===== config.mk =====
export PLATFORM = sky130hd
export DESIGN_NAME = execute
export DESIGN_NICKNAME = d
export VERILOG_FILES = /design/src/rtl/riscv_pkg.sv /design/src/rtl/execute_alu.sv /design/src/rtl/execute.sv
export SDC_FILE = /design/constraint.sdc
export NUM_CORES = 1
export LEC_CHECK = 0
export ABC_AREA = 1
export BUFFER_PORTS_ARGS = -buffer_cell sky130_fd_sc_hd__buf_4
export CAP_MARGIN = 20
export CORE_AREA = 5 5 232 234
export CTS_CLUSTER_SIZE = 30
export DETAILED_ROUTE_END_ITERATION = 7
export DIE_AREA = 0 0 237 239
export SYNTH_ARGS = -nofsm -noshare
export SYNTH_HDL_FRONTEND = slang
export SYNTH_HIERARCHICAL = 1
export SYNTH_SLANG_ARGS = --single-unit

===== constraint.sdc =====
create_clock -name clk1 -period 3.8 [get_ports clk1]
set_clock_uncertainty 0.15 [all_clocks]
set_input_delay 0.76 -clock clk1 [delete_from_list [all_inputs] [get_ports clk1]]
set_output_delay 0.76 -clock clk1 [all_outputs]
set_load 0.02 [all_outputs]

===== src/rtl/riscv_pkg.sv =====
// rtl/riscv_pkg.sv - shared ALU opcodes, control-word bit positions and FSM states for execute.
package riscv_pkg;

   typedef enum logic [3:0] {
      ALU_ADD  = 4'b0000,
      ALU_SUB  = 4'b0001,
      ALU_AND  = 4'b0010,
      ALU_OR   = 4'b0011,
      ALU_XOR  = 4'b0100,
      ALU_SLL  = 4'b0101,
      ALU_SRL  = 4'b0110,
      ALU_SRA  = 4'b0111,
      ALU_SLT  = 4'b1000,
      ALU_SLTU = 4'b1001
   } alu_op_e;

   // CtrlSig = {ALUControl[3:0], ALUSrc, MemWrite, RegWrite, ResultSrc}
   localparam int CTRL_ALUCTRL_MSB = 7;
   localparam int CTRL_ALUCTRL_LSB = 4;
   localparam int CTRL_ALUSRC      = 3;
   localparam int CTRL_MEMWRITE    = 2;
   localparam int CTRL_REGWRITE    = 1;
   localparam int CTRL_RESULTSRC   = 0;

   localparam int IR_RD_LSB  = 7;
   localparam int IR_RS1_LSB = 15;
   localparam int IR_RS2_LSB = 20;

   typedef enum logic {
      ST_EMPTY = 1'b0,
      ST_FULL  = 1'b1
   } exec_state_e;

endpackage


===== src/rtl/execute_alu.sv =====
// rtl/execute_alu.sv - combinational ALU; unknown opcodes produce zero.
import riscv_pkg::*;

module alu (
   input  logic [3:0]  op,
   input  logic [31:0] a,
   input  logic [31:0] b,
   output logic [31:0] y
);

   logic [4:0] shamt;

   assign shamt = b[4:0];

   always_comb begin
      y = 32'd0;
      case (op)
         ALU_ADD:  y = a + b;
         ALU_SUB:  y = a - b;
         ALU_AND:  y = a & b;
         ALU_OR:   y = a | b;
         ALU_XOR:  y = a ^ b;
         ALU_SLL:  y = a << shamt;
         ALU_SRL:  y = a >> shamt;
         ALU_SRA:  y = $unsigned($signed(a) >>> shamt);
         ALU_SLT:  y = {31'd0, $signed(a) < $signed(b)};
         ALU_SLTU: y = {31'd0, a < b};
         default:  y = 32'd0;
      endcase
   end

endmodule


===== src/rtl/execute.sv =====
// rtl/execute.sv - execute stage: one-deep output register with valid/ready handshake.
// Optional EXEC_FWD_EN adds result forwarding from the previously accepted instruction.
import riscv_pkg::*;

module execute (
   input  logic        clk1,
   input  logic        rst,
   input  logic [31:0] in_IR,
   input  logic [31:0] A,
   input  logic [31:0] B,
   input  logic [31:0] Imm,
   input  logic [7:0]  CtrlSig,
   input  logic        in_valid,
   output logic        in_ready,
   input  logic        out_ready,
   output logic        out_valid,
   output logic [31:0] alu_result,
   output logic [31:0] store_data,
   output logic [31:0] out_IR,
   output logic [2:0]  out_ctrl
);

   exec_state_e state;
   exec_state_e state_next;
   logic        accept;
   logic [31:0] op_a;
   logic [31:0] op_b;
   logic [31:0] op2;
   logic [31:0] alu_y;

`ifdef EXEC_FWD_EN
   logic [4:0]  last_rd;
   logic [31:0] last_result;
   logic        last_we;
   logic [4:0]  rs1;
   logic [4:0]  rs2;

   assign rs1 = in_IR[IR_RS1_LSB +: 5];
   assign rs2 = in_IR[IR_RS2_LSB +: 5];

   // x0 is never forwarded: writes to it are architecturally discarded
   always_comb begin
      op_a = A;
      op_b = B;
      if (last_we && (last_rd != 5'd0) && (last_rd == rs1))
         op_a = last_result;
      if (last_we && (last_rd != 5'd0) && (last_rd == rs2))
         op_b = last_result;
   end

   always_ff @(posedge clk1) begin
      if (rst) begin
         last_rd     <= 5'd0;
         last_result <= 32'd0;
         last_we     <= 1'b0;
      end else if (accept) begin
         last_rd     <= in_IR[IR_RD_LSB +: 5];
         last_result <= alu_y;
         last_we     <= CtrlSig[CTRL_REGWRITE];
      end
   end
`else
   assign op_a = A;
   assign op_b = B;
`endif

   assign op2 = CtrlSig[CTRL_ALUSRC] ? Imm : op_b;

   alu u_alu (
      .op (CtrlSig[CTRL_ALUCTRL_MSB:CTRL_ALUCTRL_LSB]),
      .a  (op_a),
      .b  (op2),
      .y  (alu_y)
   );

   always_ff @(posedge clk1) begin
      if (rst)
         state <= ST_EMPTY;
      else
         state <= state_next;
   end

   always_comb begin
      state_next = state;
      case (state)
         ST_EMPTY: if (accept) state_next = ST_FULL;
         ST_FULL:  if (out_ready && !in_valid) state_next = ST_EMPTY;
         default:  state_next = ST_EMPTY;
      endcase
   end

   // A full register still accepts when the consumer drains it in the same cycle
   always_comb begin
      in_ready  = (state == ST_EMPTY) | out_ready;
      out_valid = (state == ST_FULL);
      accept    = in_valid & in_ready;
   end

   always_ff @(posedge clk1) begin
      if (rst) begin
         alu_result <= 32'd0;
         store_data <= 32'd0;
         out_IR     <= 32'd0;
         out_ctrl   <= 3'd0;
      end else if (accept) begin
         alu_result <= alu_y;
         store_data <= op_b;
         out_IR     <= in_IR;
         out_ctrl   <= CtrlSig[CTRL_MEMWRITE:CTRL_RESULTSRC];
      end
   end

endmodule

Word level (Yosys, flattened, before mapping)
Cells that the tools add are included.
W data, S select, Z words.
- bits in registers: 100
- reductions and logical operators: 3
- magnitude comparators: 2
- eq/ne operators: 9
- bitwise operators: 6
- mux-type cells: 5
- shift-type cells: 3
- add/subtract/negate cells: 2
- operators by type and width (cell ; count):
    $pmux W32 S10 ; 1
    $lt A32 B32 Y1 ; 2
    $add A32 B32 Y32 ; 1
    $and A32 B32 Y32 ; 1
    $mux W32 ; 1
    $or A32 B32 Y32 ; 1
    $shl A32 B5 Y32 ; 1
    $shr A32 B5 Y32 ; 1
    $sshr A32 B5 Y32 ; 1
    $sub A32 B32 Y32 ; 1
    $xor A32 B32 Y32 ; 1
    $eq A4 B3 Y1 const B ; 4
    $eq A4 B2 Y1 const B ; 2
    $eq A4 B4 Y1 const B ; 2
    $eq A4 B1 Y1 const B ; 1
    $logic_not A4 Y1 ; 1
    $mux W1 ; 2
    $pmux W1 S2 ; 1
    $and A1 B1 Y1 ; 1
    $logic_and A1 B1 Y1 ; 1
    $logic_not A1 Y1 ; 1
    $not A1 Y1 ; 1
    $or A1 B1 Y1 ; 1

Depth between registers and ports, before layout
- depth after elaboration: 5
- mapped depth: 27
- depth with buffers taken out: 22

Modules after synthesis
The synthesis kept the hierarchy.
- modules (own cells, without submodules) (module ; times used ; cells each ; sequential area each (um2) ; area an instance (um2)):
    alu ; 1 ; 2070 ; 0.0 ; 10332.4
    execute ; 1 ; 725 ; 2001.9 ; 4879.7

Worst setup path after synthesis
OpenSTA, ideal clock, no wires.
- path kind: input -> register
- start: in CtrlSig[3]
- end: reg alu_result[17]
- required time: 3535 ps
- setup time: 115 ps
- buffers on the path: 4
- slack: -29 ps
- stages on the path: 21
- data arrival time: 3564 ps
- path through: buf_2 -> clkbuf_1 -> o21ai_0 -> inv_2 -> buf_2 -> ha_1 -> buf_2 -> nor2_1 -> nand3_1 -> nand3b_1 -> nand2_1 -> nand2_1 -> nand2_1 -> a21oi_1 -> nor2_1 -> nor2_1 -> nand2_1 -> inv_1 -> nand3_1 -> nand2_1 -> nor2_1
- cells in the longest elaborated chain, start to end: 3
- elaborated cells on any way between the ends: 10
- classes of those cells: add/sub (2); shift (3); mux (2); bitwise (3)
- ends and longest elaborated chain (what ; line ; RTL):
    from (decl) ; execute.sv:12 ; input logic [7:0] CtrlSig,
    $mux W32 (*) ; execute.sv:67 ; assign op2 = CtrlSig[CTRL_ALUSRC] ? Imm : op_b;
    named net op2[4] ; execute.sv:28 ; logic [31:0] op2;
    $sub A32 B32 Y32 (tied with other cells) ; execute_alu.sv:19 ; ALU_SUB: y = a - b;
    $pmux W32 S10 (*) ; execute_alu.sv:17 ; case (op)
    named net alu_y[17] ; execute.sv:29 ; logic [31:0] alu_y;
    to (signal assigned) ; execute.sv:106 ; alu_result <= alu_y;
    to (decl) ; execute.sv:17 ; output logic [31:0] alu_result,
The timed path passes the listed nets; every way through them passes the cells marked *.
A chain may end at the register's enable or synchronous reset.

Final worst setup path
- start: in CtrlSig[3]
- end: reg alu_result[10]
- cells in the longest elaborated chain, start to end: 3
- elaborated cells on any way between the ends: 10
- classes of those cells: add/sub (2); shift (3); mux (2); bitwise (3)
- ends and longest elaborated chain (what ; line):
    $mux W32 (*) ; execute.sv:67
    named net op2[5] ; execute.sv:28
    $sub A32 B32 Y32 / $add A32 B32 Y32 (equally long branches) ; execute_alu.sv:19, execute_alu.sv:18
    $pmux W32 S10 (*) ; execute_alu.sv:17
    named net alu_y[10] ; execute.sv:29
Marked as above.

==> metrics.md <==
| Metric | Value |
|---|---|
| Clock sink total | `100` |
| Die footprint | `between 50000 and 60000 um^2` |
| Max-cap violations | `0` |
| Max Transition Viols Final | `0` |
| Crit end category | `flop` |
| DRT iter0 DRCs | `~2100` |
| Routed WL | `~77 mm` |
| Worst hold-check path type | `flop to flop` |
| Ys Warns | `6` |
| Top_reg_cell synth | `dfxtp_1` |
| Clock Tree Buf Depth | `2` |
| Post-synth top area share | `19.6%` |
| Avg Cell Area, Syn | `between 5 and 6 um^2` |
| Sequential share of the synthesized area | `13.2%` |
| Crit path launch type | `input pin` |
| Setup CP Type | `input pin to flop` |
| Max FO, Critical Path | `21` |
| Hold WS | `between 300 and 400 ps` |
| Vias in the first global route | `~18000` |
| Port bufs | `240` |
| Final cycle utilization of the critical path | `94.0%` |
| Fin nets | `between 3000 and 4000` |
| # rows | `84` |
| Max H-tree Level | `3` |
| EDFF count, synth | `0` |
| Initial antenna violation count | `1` |
| Worst EP arrival | `about 3700 ps` |
| Final setup fails | `0` |
| Final Core Density | `a little under two fifths` |
| Max-Slew Margin vs Limit | `28.2%` |
| Inst Count DP | `3892` |
| CP required | `between 3000 and 4000 ps` |
| Aggregate global routing overflow | `0` |
| Clock Latency Late Sink | `360 ps` |
| Die W | `237 um` |
| Clk slew on worst S/H paths | `80 ps` |
| Non-filler cells, final | `a little under 4000` |
| Ys async rst share | `0%` |
| Least-Margin Pin Slew | `between 1000 and 1500 ps` |
| GP Congestion | `about 1.0` |
| Mapped Area | `between 15000 and 20000 um^2` |
| RSZ-0062 raised after global routing | `yes` |
| Post-route DRC violation count | `0` |
| CTS tree | `yes` |
| Max VDD drop | `approximately 0.0002 V` |
| P&R area growth vs syn | `29.8%` |
| Routed wire length per instance | `19.8 um` |
| Global-route wire length before repair | `about 110 mm` |
| Leading area contributor after synthesis | `nand2_1` |
| Detail Placement HPWL | `64.0 mm` |
| Antenna Nets Post-Route | `0` |
| Placeable Area | `between 50000 and 60000 um^2` |
| Avg Vias per Cell | `~5.1` |
| Yosys cell types | `a little under 50` |
| Post-CTS Setup Inserts | `0` |
| GRT Util Overall | `between 20% and 30%` |
| Largest net degree at the start of global routing | `200` |
| Initial core utilization | `29.4%` |
| Minimum clock period | `3570 ps` |
| Fmax achieved | `280 MHz` |
| Layout cells sized above 1 | `21.0%` |
| DRT Pass-1 Iters | `6` |
| Total CTS buffers | `9` |
| Cells after synthesis | `approximately 2800` |
| Die Height | `roughly 240 um` |
| LEAKAGE | `10.8 nW` |
| Outcome | `finished, final reports clean` |
| Yosys reg bits | `100` |
| CTS Root Cell | `clkbuf_16` |
| Synth top area cells | `nand2_1, nand3_1, dfxtp_1` |
| Syn Nets | `approximately 3000` |
| I/O Pins | `roughly 240` |
| PD cells | `around 270 nW/um^2` |
| Fin. Hold Viols | `0` |
| Vias | `around 20000` |
## cell usage in the layout, fill, tap and decap left out, types with 13 or more instances in the layout
master      n
nand2_2    15
inv_2      13
nand3_1   496
inv_1     377
nand3_2    14
nor2_1    252
o22ai_1    19
nand2_1   792
nor2_2     15
buf_4     553
o211ai_1   16
nor3_1     20
and2_1     14
a21oi_1   195
ha_1       95
dfxtp_1   100
nand4_1    32
o21ai_0    85
## sequential cells by signal, indices dropped and copies added (netlist names)
register,flops
alu_result,32
out_IR,32
store_data,32
out_ctrl,3
out_valid,1
## per-stage QoR
| stage | power [mW] | worst slack [ps] | TNS [ps] | instance area (um^2) |
|---|---|---|---|---|
| final | 5.26 | 227 | 0 | 19700 |
| after global routing | 5.59 | 0.572 | 0 | 19700 |
| after CTS | 5.21 | 5.78 | 0 | 19700 |
| after detailed placement | 4.23 | -498 | -9450 | 19400 |
| after global placement | 4.24 | -540 | -9700 | 19400 |
| after floorplan | 2.89 | 152 | 0 | 15200 |
## where the power goes
part | internal, mW | switching, mW
logic | 1.18 | 1.92
clock network | 0.532 | 0.448
registers | 1.13 | 0.0531
## final cells by class
type	instances	area [um^2]
repair buffers	564	4350
well taps	688	861
inverters	395	1500
multi-input cells	2145	10700
clock inverters	4	56.3
clock buffers	11	243
fillers	5934	32100
flip-flops and latches	100	2000
diodes	1	2.50
## timing repair
| action | 4_1_cts | 5_1_grt |
|---|---|---|
| endpoints found under the setup margin | 11 | 22 |
| endpoints found under the hold margin | 0 | 0 |
| hold buffers | 0 | 0 |
| pin swaps | 0 | 0 |
| resized for setup | 2 | 15 |
| cloned | 0 | 0 |
## cells in the mapped netlist (all sizes together), types with 2 or more instances
cell     number
nand2       817
nand3       510
inv         394
nor2        271
a21oi       196
buf         135
o21ai       105
dfxtp       100
ha           98
nand4        32
nor3         24
clkbuf       20
o22ai        19
o211ai       18
and2         14
o21bai       12
a221oi        4
nand3b        4
o2111ai       3
or2           3
a211oi        2
a31oi         2
and3          2
fa            2
o221ai        2
## final timing paths
path,startpoint,end,slack [ps],cells past startpoint
hold / removal,store_data[6],store_data[6],330,2
setup reg to reg,out_valid,alu_result[29],2080,5
setup / recovery,CtrlSig[3],alu_result[10],230,22
hold reg to reg,store_data[6],store_data[6],330,2
## per-layer routing
layer | wire [um] | track usage, % | up-vias
met1 | 32900 | 35.2 | 9139
met2 | 34000 | 40.5 | 936
met4 | 3850 | 11.1 | 0
li1 | - | - | 9833
met3 | 6580 | 4.42 | 168
met5 | 0 | 0 | -
## kinds of logic after synthesis
| family | Yosys count | share of synthesized area (%) |
|---|---|---|
| buffers and inverters | 550 | 16.9 |
| DFF | 100 | 13.2 |
| and+or+nand+nor | 1678 | 48.3 |
| adders and majority gates | 100 | 8.32 |
| AOI/OAI and AO/OA | 367 | 13.3 |
## critical path, cell delays in order
cell	delay, ps
buf_6	200
buf_4	180
nand2_1	50
o21ai_1	130
buf_4	180
inv_1	60
ha_1	310
buf_4	170
o21bai_1	250
inv_1	90
nand3_2	140
nand2_1	70
nand2_1	180
a21oi_1	90
o21ai_0	90
nand2_1	110
nor2_1	250
nand2_1	80
inv_1	60
nand3_1	70
nand2_1	100
nor2_1	50
Note: power is estimated with default switching activity, not from simulation.
